File: src/rtl/gray_conv_pkg.sv
// Shared types and helpers for the round-robin Gray-code converter arbiter.
// Holds the FSM state encoding and the requester-index width computation.
package gray_conv_pkg;

    typedef enum logic {
        IDLE = 1'b0,
        HOLD = 1'b1
    } state_t;

    // Requester index width; never below one bit so ports stay legal.
    function automatic int calc_id_w(input int num_req);
        return (num_req > 1) ? $clog2(num_req) : 1;
    endfunction

endpackage

File: src/rtl/bin2gray.sv
// Combinational binary-to-Gray converter: gray = bin ^ (bin >> 1).
module bin2gray #(
    parameter int WIDTH = 4
) (
    input  logic [WIDTH-1:0] bin,
    output logic [WIDTH-1:0] gray
);

    assign gray = bin ^ (bin >> 1);

endmodule

File: src/rtl/gray_conv_arbiter.sv
// Round-robin arbiter sharing one bin2gray converter among NUM_REQ requesters,
// with a single-entry result register and valid/ready handshakes on both sides.
module gray_conv_arbiter
    import gray_conv_pkg::*;
#(
    parameter  int WIDTH   = 4,
    parameter  int NUM_REQ = 4,
    localparam int ID_W    = calc_id_w(NUM_REQ)
) (
    input  logic                     clk,
    input  logic                     rst_n,
    input  logic [NUM_REQ-1:0]       req_valid,
    input  logic [NUM_REQ*WIDTH-1:0] req_bin,
    output logic [NUM_REQ-1:0]       req_ready,
    output logic                     rsp_valid,
    output logic [WIDTH-1:0]         rsp_gray,
    output logic [ID_W-1:0]          rsp_id,
    input  logic                     rsp_ready
);

    state_t            state_q;
    state_t            state_d;
    logic [ID_W-1:0]   ptr_q;
    logic [WIDTH-1:0]  gray_p1;
    logic [ID_W-1:0]   id_p1;

    logic              can_accept;
    logic              grant_any;
    logic              fire;
    logic [ID_W-1:0]   grant_id;
    logic [NUM_REQ-1:0] grant_oh;
    logic [WIDTH-1:0]  bin_p0;
    logic [WIDTH-1:0]  gray_p0;

    function automatic logic [ID_W-1:0] rr_index(input logic [ID_W-1:0] base,
                                                 input int offset);
        int sum;
        sum = (int'(base) + offset) % NUM_REQ;
        return ID_W'(sum);
    endfunction

    function automatic logic [ID_W-1:0] next_ptr(input logic [ID_W-1:0] g);
        logic [ID_W-1:0] res;
        if (int'(g) == NUM_REQ - 1) begin
            res = '0;
        end else begin
            res = g + 1'b1;
        end
        return res;
    endfunction

    // ---- stage p0: arbitration and shared conversion ----
    assign can_accept = (state_q == IDLE) || rsp_ready;

    // Descending scan so the requester closest to ptr_q wins the last write.
    always_comb begin
        grant_any = 1'b0;
        grant_id  = '0;
        for (int k = NUM_REQ - 1; k >= 0; k--) begin
            if (req_valid[rr_index(ptr_q, k)]) begin
                grant_any = 1'b1;
                grant_id  = rr_index(ptr_q, k);
            end
        end
    end

    // rst_n gates the grant so no handshake can complete while in reset.
    assign fire = rst_n && can_accept && grant_any;

    always_comb begin
        grant_oh = '0;
        if (fire) begin
            grant_oh[grant_id] = 1'b1;
        end
    end

    assign req_ready = grant_oh;
    assign bin_p0    = req_bin[int'(grant_id) * WIDTH +: WIDTH];

    bin2gray #(
        .WIDTH(WIDTH)
    ) u_bin2gray (
        .bin  (bin_p0),
        .gray (gray_p0)
    );

    // ---- stage p1: result register ----
    always_ff @(posedge clk or negedge rst_n) begin
        if (!rst_n) begin
            state_q <= IDLE;
        end else begin
            state_q <= state_d;
        end
    end

    always_comb begin
        state_d = state_q;
        case (state_q)
            IDLE: begin
                if (fire) begin
                    state_d = HOLD;
                end
            end
            HOLD: begin
                if (rsp_ready && !fire) begin
                    state_d = IDLE;
                end
            end
            default: state_d = IDLE;
        endcase
    end

    always_ff @(posedge clk or negedge rst_n) begin
        if (!rst_n) begin
            ptr_q   <= '0;
            gray_p1 <= '0;
            id_p1   <= '0;
        end else if (fire) begin
            ptr_q   <= next_ptr(grant_id);
            gray_p1 <= gray_p0;
            id_p1   <= grant_id;
        end
    end

    assign rsp_valid = (state_q == HOLD);
    assign rsp_gray  = gray_p1;
    assign rsp_id    = id_p1;

endmodule

File: config.mk
export PLATFORM = sky130hd
export DESIGN_NAME = gray_conv_arbiter
export DESIGN_NICKNAME = d
export VERILOG_FILES = /design/src/rtl/gray_conv_pkg.sv /design/src/rtl/bin2gray.sv /design/src/rtl/gray_conv_arbiter.sv
export SDC_FILE = /design/constraint.sdc
export NUM_CORES = 1
export LEC_CHECK = 0
export CAP_MARGIN = 5
export CORE_UTILIZATION = 25
export CTS_CLUSTER_SIZE = 12
export DETAILED_ROUTE_END_ITERATION = 6
export MAX_ROUTING_LAYER = met4
export PLACE_DENSITY_LB_ADDON = 0.08
export SYNTH_ARGS = -nofsm -noshare
export SYNTH_HDL_FRONTEND = slang
export SYNTH_SLANG_ARGS = --single-unit
File: constraint.sdc
create_clock -name clk -period 4.5 [get_ports clk]
set_input_delay 0.675 -clock clk [delete_from_list [all_inputs] [get_ports clk]]
set_output_delay 0.675 -clock clk [all_outputs]
set_load 0.05 [all_outputs]
==> results.yml <==
synthesis:
  synthesis.area_um2: 797
  syn_nets: 110
  synth-seq-cells: 9
  synth-seq-area-share_pct: 28.3
  synth.avg_cell_area_um2: 9.60
  synth_cells: 83
  ys_types: 30
  synth_warnings: 0
  synth_area_leaders: "dfrtp_1, xnor2_1, xor2_1"
  yosysTopAreaCellShare_pct: 28.3
  synth_area_leader_cell: "dfrtp_1"
clocking:
  cts_tree: "yes"
  cts-root-buf: "clkbuf_4"
  cts.sinks: 9
  cts.clk_slew.worst_paths_ps: 60
  cts_resized: 0
  clockBufferDepth: 2
  h-tree-depth: 1
  post_cts_buffers: 0
  numCtsBuffers: 3
  worst_skew_pair.late_latency_ps: 260
  hold_buffers: 0
setup_path:
  cp_common_cell: "clkdlybuf4s50_1"
  path_max_fanout: 5
  cp-end-kind: "output port"
  critPathArrivalTime_ps: 2960
  crit_family: "buffers and inverters"
  critPathRequiredTime_ps: 3830
  slowest_stage: "clkdlybuf4s50_1"
  path_buf_inv: 3
  path_class: "input pin to output port"
  critPathMaxStageDelay_ps: 690
  path_cells: "clkdlybuf4s50_1 -> and2_4 -> o21a_2 -> nor3_4 -> inv_1 -> ha_1 -> and2_1 -> clkdlybuf4s50_1"
  critPathLaunchType: "input pin"
timing:
  period_share_pct: 80.7
  grt_setup_unrepaired: "no"
  setup_tns_ps: 0
  worstMarginPinSlew_ps: 536
  maxSlewViolCount: 0
  fin_ws_ps: 869
  slew_headroom_pct: 64.1
  min_period_ps: 3630
  hold_violations: 0
  skew_ps: 3.56
  fmax_mhz: 275
  setup_violations: 0
routing:
  post-route-drc-count: 0
  ant_nets: 0
  dr.first_iter.drc_count: 9
  route.vias.total: 715
  avgViaCountPerCell: 4.36
  routed_wl_um: 1870
  drt_first_pass_iters: 2
  avgRoutedWirePerCell_um: 11.4
floorplanning:
  die_area_um2: 3420
  placeableCoreArea_um2: 3030
  die_w_um: 58.5
  rows: 20
  pin_count: 34
  die_y_um: 58.5
  initial_core_util_pct: 26.3
finish:
  area_growth_pct: 51.6
  regArea_um2: 225
  nets: 148
  nFillCells: 325
  stdcell_count: 164
  final_layout_size_suffix_gt1_share_pct: 11.7
  fin_util_pct: 39.9
  antenna_cells: 0
  multi_input_area_um2: 549
placement:
  routabilityCongestion: 0.717
  numPlacedInstances: 160
  place_hpwl_um: 1500
  io_buffer_count: 33
  place_ws_ps: 838
global_routing:
  grt_usage_pct: 12.6
  first_global_vias: 725
  overflow: 0
  grt_pass1_wl_um: 3120
  antenna_found_initial: 0
  grt_max_degree: 12
outcome:
  status: "complete, no violations"
worst_hold_path:
  hold_path_class: "flip-flop to flip-flop"
pwr:
  p_leak_nw: 0.527
  irDropWorstVdd_uv: 306
  p_per_area_nw_per_um2: 439
flow_run:
  drv_cap: 0
==> tightest hold or removal path: stages, from the launching register on <==
cell and delay, ps:
dfrtp_1 340, nand2_1 50, o21ai_1 60
==> cell usage in the layout, fill, tap and decap left out, types with 3 or more instances in the layout <==
cell type	netlist	layout
clkdlybuf4s50_1	0	33
dfrtp_1	9	9
nor2_1	4	4
nand2b_1	4	4
o21ai_0	4	4
nand2_1	6	6
and2_1	4	4
nand3_1	7	7
ha_1	4	4
clkbuf_4	0	3
o211a_1	4	4
inv_1	4	4
a221o_1	4	4
xor2_1	6	6
xnor2_1	6	6
==> synthesized netlist by cell type <==
| cell type | instances |
|---|---|
| xnor2_1 | 6 |
| ha_1 | 4 |
| a21o_1 | 1 |
| or2b_2 | 1 |
| o211ai_1 | 1 |
| nand2b_1 | 4 |
| nand3_1 | 7 |
| nor3_4 | 1 |
| o21ai_0 | 4 |
| mux2_4 | 1 |
| nor2_4 | 1 |
| o41ai_2 | 1 |
| o211a_4 | 1 |
| nor2b_1 | 1 |
| a221o_1 | 4 |
| a211oi_1 | 1 |
| a21oi_1 | 1 |
| nor2_1 | 4 |
| a21o_2 | 1 |
| o21ai_1 | 1 |
| nor4_4 | 1 |
| dfrtp_1 | 9 |
| buf_4 | 1 |
| nand2_1 | 6 |
| o211a_1 | 4 |
| o21a_2 | 1 |
| and2_1 | 4 |
| inv_1 | 4 |
| xor2_1 | 6 |
| and2_4 | 1 |
==> cell type report <==
class,instances,area share [%]
flip-flops and latches,9,18.6
repair buffers,34,28.0
well taps,44,4.55
clock buffers,4,2.17
inverters,4,1.24
multi-input cells,69,45.4
==> layer usage <==
metal	track usage, %	wire [µm]	up-vias
met1	15.2	897	323
li1	-	-	371
met4	2.04	0	0
met3	3.96	104	0
met5	-	0	-
met2	20.9	872	21
==> report_power, final <==
group | internal (mW) | total [mW] | leakage [nW] | switching (mW)
clock network | 0.0342 | 0.0629 | 0.0150 | 0.0287
logic | 0.132 | 0.331 | 0.403 | 0.199
registers | 0.111 | 0.136 | 0.109 | 0.0250
total | 0.278 | 0.530 | 0.527 | 0.253
==> kinds of logic (layout without fill, tap and decap cells) <==
logic type	count (synthesis)	after routing	synth area share, %
flops	9	9	28.3
compound gates	21	21	23.1
xor+xnor	12	12	13.2
simple gates	31	31	24.5
buf+inv	5	42	2.83
fa+ha+maj	4	4	6.28
mux	1	1	1.88
==> sequential cells by signal, indices dropped and copies added (netlist names) <==
signal / flops
rsp_gray: 4
rsp_valid: 1
ptr_q: 2
rsp_id: 2
==> through the flow <==
step | area [µm²] | hold WS, ps | power, mW
2_1_floorplan | 797 | 379 | 0.361
3_3_place_gp | 1180 | 469 | 0.472
3_5_place_dp | 1180 | 474 | 0.471
4_1_cts | 1210 | 503 | 0.540
5_1_grt | 1210 | 532 | 0.569
6_report | 1210 | 492 | 0.530
==> final timing paths <==
| path | start | end | slack (ps) | depth (start not counted) |
|---|---|---|---|---|
| worst min-delay path | rsp_id[1]$_DFFE_PN0P_ | rsp_id[1]$_DFFE_PN0P_ | 490 | 2 |
| min in group asynchronous | rst_n | rsp_valid$_DFF_PN0_ | 710 | 2 |
| worst min register to register | rsp_id[1]$_DFFE_PN0P_ | rsp_id[1]$_DFFE_PN0P_ | 490 | 2 |
| max in group asynchronous | rst_n | rsp_id[0]$_DFFE_PN0P_ | 3650 | 2 |
| worst max register to register | ptr_q[1]$_DFFE_PN0P_ | rsp_gray[3]$_DFFE_PN0P_ | 2650 | 5 |
| worst max-delay path | req_valid[0] | req_ready[0] | 870 | 8 |
(Power assumes the default switching activity.)
